$ cat config.mk
export PLATFORM = sky130hd
export DESIGN_NAME = mux_rr_arbiter
export DESIGN_NICKNAME = d
export VERILOG_FILES = /design/src/rtl/mux_rr_arbiter.sv
export SDC_FILE = /design/constraint.sdc
export NUM_CORES = 1
export LEC_CHECK = 0
export CAP_MARGIN = 10
export CORE_UTILIZATION = 50
export CTS_CLUSTER_SIZE = 16
export DETAILED_ROUTE_END_ITERATION = 10
export DONT_BUFFER_PORTS = 1
export GPL_ROUTABILITY_DRIVEN = 0
export MAX_ROUTING_LAYER = met4
export SYNTH_ARGS = -nofsm -noshare
export SYNTH_HDL_FRONTEND = slang
export SYNTH_SLANG_ARGS = --single-unit
export TNS_END_PERCENT = 20
$ cat constraint.sdc
create_clock -name clk -period 4.34 [get_ports clk]
set_input_delay 0.868 -clock clk [delete_from_list [all_inputs] [get_ports clk]]
set_output_delay 0.868 -clock clk [all_outputs]
set_load 0.01 [all_outputs]
$ cat src/rtl/mux_rr_arbiter.sv
// mux_rr_arbiter
//   Round-robin arbiter in front of a shared 8:1 single-bit select path.
//   A two-state FSM (IDLE/GRANT) picks one requester, starting the search at
//   a rotating priority pointer. It then forwards that source's data bit on
//   every cycle where the source keeps requesting. The grant ends when the
//   request drops or after MAX_HOLD transfers.
//
// Parameters
//   MAX_HOLD   : maximum consecutive transfer cycles per grant (1..255)
//
// Ports
//   clk        : clock, all state changes on the rising edge
//   reset      : synchronous active-high reset
//   req[7:0]   : request per source
//   in[7:0]    : data bit per source
//   sel[2:0]   : registered index of the granted (or last granted) source
//   grant[7:0] : registered one-hot grant, zero when nothing is granted
//   busy       : high while in GRANT
//   data_out   : registered copy of in[sel] from the latest transfer cycle
//   data_valid : high for the cycle after each transfer cycle
module mux_rr_arbiter #(
  parameter int MAX_HOLD = 4
) (
  input  logic       clk,
  input  logic       reset,
  input  logic [7:0] req,
  input  logic [7:0] in,
  output logic [2:0] sel,
  output logic [7:0] grant,
  output logic       busy,
  output logic       data_out,
  output logic       data_valid
);

  typedef enum logic {
    ST_IDLE  = 1'b0,
    ST_GRANT = 1'b1
  } state_t;

  state_t     state_reg;
  logic [2:0] ptr_reg;
  logic [7:0] hold_cnt_reg;

  // Requests rotated so that bit 0 is the source the pointer names.
  // The first set bit of rot_req is then the round-robin winner.
  logic [7:0] rot_req;

  for (genvar gi = 0; gi < 8; gi++) begin : g_rot
    assign rot_req[gi] = req[ptr_reg + 3'(gi)];
  end

  logic [2:0] win_off;
  logic       win_found;
  logic [2:0] winner;

  always_comb begin
    win_off   = 3'd0;
    win_found = 1'b0;
    for (int i = 0; i < 8; i++) begin
      if (!win_found && rot_req[i]) begin
        win_found = 1'b1;
        win_off   = 3'(i);
      end
    end
  end

  assign winner = ptr_reg + win_off;

  // The last allowed transfer of a grant is the one that brings the count
  // to MAX_HOLD.
  logic last_transfer;
  assign last_transfer = (hold_cnt_reg + 8'd1) == 8'(MAX_HOLD);

  always_ff @(posedge clk) begin
    if (reset) begin
      state_reg    <= ST_IDLE;
      ptr_reg      <= 3'd0;
      hold_cnt_reg <= 8'd0;
      sel          <= 3'd0;
      grant        <= 8'd0;
      busy         <= 1'b0;
      data_out     <= 1'b0;
      data_valid   <= 1'b0;
    end else begin
      data_valid <= 1'b0;
      case (state_reg)
        ST_IDLE: begin
          if (win_found) begin
            state_reg    <= ST_GRANT;
            busy         <= 1'b1;
            sel          <= winner;
            grant        <= 8'd1 << winner;
            hold_cnt_reg <= 8'd0;
          end
        end
        ST_GRANT: begin
          if (req[sel]) begin
            // Transfer cycle.
            data_out     <= in[sel];
            data_valid   <= 1'b1;
            hold_cnt_reg <= hold_cnt_reg + 8'd1;
            if (last_transfer) begin
              state_reg <= ST_IDLE;
              busy      <= 1'b0;
              grant     <= 8'd0;
              ptr_reg   <= sel + 3'd1;
            end
          end else begin
            // The granted source dropped its request: release with no transfer.
            // sel is left alone so it still names the last granted source.
            state_reg <= ST_IDLE;
            busy      <= 1'b0;
            grant     <= 8'd0;
            ptr_reg   <= sel + 3'd1;
          end
        end
        default: begin
          state_reg <= ST_IDLE;
          busy      <= 1'b0;
          grant     <= 8'd0;
        end
      endcase
    end
  end

endmodule

Yosys cells after proc, flatten, opt, wreduce, memory -nomap -nowiden --
Cells that the tools add are included.
Operators by class: bitwise gates (word level) 1, shift operators 1, $lt $le $gt $ge 9, equal/unequal tests 5, add/subtract/negate cells 10, reduce and logical (&&, ||, !) cells 20, muxes and demuxes 53
Operator list (number):
- $mux 8 | 5
- $lt 3x4->1 const B | 9
- $pmux 8 s2 | 2
- $bmux 1 s3 | 10
- $mux 1 | 26
- $mux 3 | 8
- $add 3x3->3 const B | 4
- $reduce_and 2->1 | 5
- $add 8x1->8 const B | 1
- $eq 8x3->1 const B | 1
- $shl 1x3->8 const A | 1
- $logic_and 1x1->1 | 7
- $logic_not 1->1 | 7
- $add 3x1->3 const B | 2
- $add 3x2->3 const B | 2
- $ne 2x2->1 const B | 2
- $pmux 1 s2 | 2
- $add 3x3->3 | 1
- $ne 3x3->1 const B | 1
- $ne 2x1->1 const B | 1
- $reduce_or 2->1 | 1
- $not 1->1 | 1
Word-level totals: word-level logic and storage cells 107, bits in registers 26, bits of input ports 18, output and inout port bits 14

Logic depth before layout (Yosys ltp) --
depth after elaboration 28, mapped depth 14, depth with buffers taken out 12

Worst setup path after synthesis --
No wires, ideal clock.
path type reg-to-reg, from reg ptr_reg[0], to reg grant[2], path buffers 2, arrival time 3.526 ns, path slack 0.697 ns, setup time 0.117 ns, period minus slack after synthesis 3.643 ns, stages on the path, launching flop included 14, cells stage by stage dfxtp_1 buf_6 clkinv_1 ha_1 buf_2 mux2_1 mux4_2 o22ai_2 o211ai_1 o21ai_1 ha_1 fa_1 nor4b_1 a32o_1
Between the ends: longest elaborated chain between the ends 28, elaborated cells between the ends (all ways) 58, those cells by class 8 x add/sub; 1 x eq/ne; 1 x shift; 33 x mux; 15 x reduce/logical
Ends and longest elaborated chain:
- start, declared | line 41 | logic [2:0] ptr_reg;
- start signal, assigned | line 106 | ptr_reg <= sel + 3'd1;
- start signal, assigned | line 114 | ptr_reg <= sel + 3'd1;
- branches (longest 24 deep; another with $add 3x1->3)
- $add 3x3->3 * | line 67 | assign winner = ptr_reg + win_off;
- net winner[1] | line 54 | logic [2:0] winner;
- $shl 1x3->8 * | line 92 | grant <= 8'd1 << winner;
- $mux 8 * | line 88 | if (win_found) begin
- $pmux 8 s2 * | line 86 | case (state_reg)
- end signal, assigned | line 92
- end, declared | line 29 | output logic [7:0] grant,
Mark *: on every way through the listed nets, which the timed path passes. The select of a mux whose other input is x is not followed. A chain may end at the register's enable or synchronous reset.

Worst setup path in the final report --
from reg ptr_reg[0], to reg grant[3]
Between the ends: longest elaborated chain between the ends 28, elaborated cells between the ends (all ways) 58, those cells by class 8 x add/sub; 1 x eq/ne; 1 x shift; 33 x mux; 15 x reduce/logical
Ends and longest elaborated chain:
- branches (longest 28 deep; another with $add 3x1->3)
Parallel ways; which one is timed is not known. The select of a mux whose other input is x is not followed.

==> implementation parameters <==
Parameter                              Value

Pwr
  Cell Int Power ... 0.561 mW
  Leakage power ... 0.710 nW
  Switching fraction of total power ... 34.7%
  Proportion of power drawn by the clock network ... 23.8%
  Share of power burned in registers ... 36.1%
  Power dissipated by switching net loads ... 0.298 mW
  Comb pwr share ... 40.1%
  Worst VDD drop ... 180 uV
  Power density cells ... 425 nW/um^2

Floorplan
  IO Pins ... 32
  Die outline width ... 64.1 um
  Row count ... 22
  Floorplan die area ... 4110 um^2
  Vertical die dimension ... 64.1 um
  Core area ... 3690 um^2
  Initial Util ... 52.3%

Clocking
  Number of gates resized after CTS ... 0
  Number of sinks handled by clock tree synthesis ... 26
  Number of buffers created by CTS ... 3
  Root Buffer ... sky130_fd_sc_hd__clkbuf_8
  # H-tree levels ... 1
  Post-CTS Repair Setup Buffers ... 0
  Clock latency on the worst-skew pair ... 0.28 ns
  Number of buffers added to fix hold violations after cts ... 0
  Maximum number of buffers from clock root to sink ... 2
  Clock transition at the registers of the reported paths ... 0.10 ns
  CTS tree ... yes

GRT
  Total routing usage reported by global routing ... 23.0%
  Number of antenna violations at the first check in global routing ... 0
  Via count of the first global-routing pass ... 1433
  Largest net degree at the start of global routing ... 26
  Global-route wire length before repair ... 7.14 mm
  GRT Residual Overflow ... 0

Timing
  Final critical path time including I/O delays and setup ... 3.82 ns
  Number of pins exceeding their max-slew limit in the final report ... 0
  Worst setup margin ... 0.522 ns
  Final count of hold timing violations ... 0
  Fraction of the cycle the final worst path needs ... 88.0%
  Least-Margin Pin Slew ... 0.770 ns
  Final Skew ... 0.00427 ns
  Smallest hold slack ... 0.512 ns
  Final setup violation count ... 0
  Peak Freq ... 0.262 GHz
  Setup repair after global routing missed its margin ... no
  Setup TNS Final ... 0 ns
  Tightest slew margin relative to the limit ... 48.6%

Setup path
  Cells along the critical path ... clkinv_1, ha_1, mux2_1, mux4_2, o22ai_2, o211ai_1, o21ai_1, ha_1, fa_1, xor2_1, xor2_1, a32o_1
  Critical path's largest stage delay ... 0.51 ns
  Startpoint-to-endpoint class of the critical path ... register to register
  Source of the critical timing path ... ptr_reg[0]
  Arrival time of the worst setup path ... 4.04 ns
  Critical Path Start Type ... register
  Crit Path Max Fanout ... 8
  Reg-to-Reg Start ... ptr_reg[0]
  Worst setup path end ... grant[3]
  Critical path's slowest cell ... sky130_fd_sc_hd__ha_1
  RR Endpoint ... grant[3]
  Critical Path Sink Type ... register
  Data required time of the critical path ... 4.56 ns
  Reg2reg path depth ... 12
  Setup slack of the worst register-to-register path ... 0.52 ns

Logic synthesis
  Number of storage elements in the synthesis netlist ... 26
  Portion of synthesized cell area occupied by the leading cell type ... 27.0%
  Synth cell types ... 54
  Number of enable-type register cells in the synthesized netlist ... 0
  Syn Inst Count ... 183
  Area of the mapped netlist ... 1930 um^2
  Most area-hungry cell type in the Yosys netlist ... sky130_fd_sc_hd__dfxtp_1
  Leading register cell type out of synthesis ... sky130_fd_sc_hd__dfxtp_1
  Dominant cells by area after synthesis ... sky130_fd_sc_hd__dfxtp_1, sky130_fd_sc_hd__mux4_2, sky130_fd_sc_hd__mux2i_1, sky130_fd_sc_hd__a32o_1, sky130_fd_sc_hd__ha_1
  Async set or reset register ratio after synthesis ... 0%
  Synthesized netlist net count ... 207
  Sequential element share of the synthesized area ... 27.0%
  Yosys warning count ... 0
  Synthesized area per cell ... 10.5 um^2

Drt
  Vias ... 1475
  Drc violations ... 0
  Iteration-0 DRC Markers ... 89
  DR pass1 iterations ... 4
  Antenna violation net count after detailed routing ... 0
  Via density per instance ... 6.50
  Average wire per cell in the routed design ... 18.4 um
  Sum of routed wire length over all layers ... 4.17 mm

Finish
  P&R area growth vs syn ... 4.73%
  Multi-input combinational cell area ... 1340 um^2
  Final-stage net count ... 204
  Area of all placed cells without fillers ... 2020 um^2
  Fill cells ... 323
  Total area of sequential cells ... 520 um^2
  Number of diodes added for antenna fixing ... 0
  Fraction of layout instances using a drive strength above 1 ... 18.4%

Place
  Placement Cell Area ... 1950 um^2
  Estimated wirelength of the detail-placed design ... 3.11 mm
  Worst slack, placed ... 0.544 ns
  Port Buffer Count ... 0

Worst hold path
  Cell depth of the worst hold path ... 1
  Type of the tightest min-delay check ... register to register
  Hold Path Origin ... hold_cnt_reg[0]

Flow run
  Number of max-cap violations ... 0

Run status
  Run status ... completed
==> cell families (layout without fill, tap and decap cells) <==
logic type      Yosys count  count (layout)  share of synthesized area, %
compound gates           36              36                          15.4
xor+xnor                  8               8                          3.63
fa+ha+maj                 6               6                          4.28
buf+inv                  14              10                          3.63
flops                    26              26                          27.0
mux                      34              34                          28.8
simple gates             59              59                          17.3
==> worst min path at each step <==
stage | endpoint | slack (ns)
2_1_floorplan | hold_cnt_reg[0] | 0.46
3_3_place_gp | hold_cnt_reg[0] | 0.49
3_5_place_dp | hold_cnt_reg[0] | 0.49
4_1_cts | hold_cnt_reg[0] | 0.51
5_1_grt | hold_cnt_reg[0] | 0.54
6_report | hold_cnt_reg[0] | 0.51
==> synthesized netlist by cell type (2+ instances only) <==
master,number
sky130_fd_sc_hd__buf_6,2
sky130_fd_sc_hd__nor2_1,15
sky130_fd_sc_hd__nand3b_1,4
sky130_fd_sc_hd__mux2_2,3
sky130_fd_sc_hd__and2_1,3
sky130_fd_sc_hd__nand3_1,3
sky130_fd_sc_hd__o21ai_0,3
sky130_fd_sc_hd__xnor2_1,4
sky130_fd_sc_hd__nand2b_1,5
sky130_fd_sc_hd__mux2_1,5
sky130_fd_sc_hd__a31oi_1,2
sky130_fd_sc_hd__o21ai_1,2
sky130_fd_sc_hd__nor3_1,3
sky130_fd_sc_hd__and3_1,2
sky130_fd_sc_hd__a211oi_1,2
sky130_fd_sc_hd__clkbuf_1,6
sky130_fd_sc_hd__a21oi_1,5
sky130_fd_sc_hd__xor2_1,4
sky130_fd_sc_hd__o31ai_1,2
sky130_fd_sc_hd__mux2i_1,9
sky130_fd_sc_hd__nand2_1,11
sky130_fd_sc_hd__mux4_2,16
sky130_fd_sc_hd__a32o_1,8
sky130_fd_sc_hd__ha_1,5
sky130_fd_sc_hd__dfxtp_1,26
sky130_fd_sc_hd__o21ba_1,2
sky130_fd_sc_hd__buf_2,2
sky130_fd_sc_hd__o211ai_1,2
sky130_fd_sc_hd__inv_1,2
==> final cells by class <==
cell class | count | share of cell area (%)
Multi-Input combinational cell | 143 | 66.3
Sequential cell | 26 | 25.7
Tap cell | 48 | 2.97
Clock buffer | 3 | 2.04
Clock inverter | 1 | 1.49
Timing Repair Buffer | 2 | 0.743
Inverter | 4 | 0.743
==> cells in the final DEF, fill, tap and decap left out, types with 3 or more instances in the layout <==
cell type,instances
sky130_fd_sc_hd__nand3b_1,4
sky130_fd_sc_hd__xor2_1,4
sky130_fd_sc_hd__ha_1,5
sky130_fd_sc_hd__mux2_2,3
sky130_fd_sc_hd__a32o_1,8
sky130_fd_sc_hd__nand2b_1,5
sky130_fd_sc_hd__clkbuf_8,3
sky130_fd_sc_hd__nor2_1,15
sky130_fd_sc_hd__xnor2_1,4
sky130_fd_sc_hd__o21ai_0,3
sky130_fd_sc_hd__nand2_1,11
sky130_fd_sc_hd__dfxtp_1,26
sky130_fd_sc_hd__mux2_1,5
sky130_fd_sc_hd__mux2i_1,9
sky130_fd_sc_hd__a21oi_1,5
sky130_fd_sc_hd__mux4_2,16
sky130_fd_sc_hd__nor3_1,3
sky130_fd_sc_hd__and2_1,3
sky130_fd_sc_hd__nand3_1,3
==> metal layers <==
layer	GRT usage (%)	vias up	wire length, um	part of all wire (%)
li1	-	695	-	-
met1	28.7	735	1740	42
met2	38.0	37	2200	53
met3	3.57	8	173	4.2
met4	7.78	0	53	1.3
met5	-	-	0	0
==> critical path, delay by kind of cell, from the launching register on <==
kind | cells | cell delay [ns]
compound gates | 4 | 0.84
mux | 2 | 0.90
buf+inv | 1 | 0.16
xor+xnor | 2 | 0.64
flops | 1 | 0.36
fa+ha+maj | 3 | 0.85
==> power groups by stage <==
stage                     registers [mW]  clock network, mW  logic (mW)
after detailed placement           0.316                  0       0.345
after global routing               0.316              0.217       0.378
after floorplan                    0.301                  0       0.304
after CTS                          0.310              0.208       0.346
after global placement             0.315                  0       0.337
final                              0.310              0.204       0.344
==> per-stage QoR <==
step / total power [mW] / instances / util [%]
floorplan: 0.605 / 183 / -
global placement: 0.652 / 223 / 52.9
detailed placement: 0.660 / 223 / 52.9
CTS: 0.864 / 227 / 54.8
global route: 0.911 / 227 / 54.8
finish: 0.859 / 227 / 54.8
Note: power is estimated with default switching activity, not from simulation.
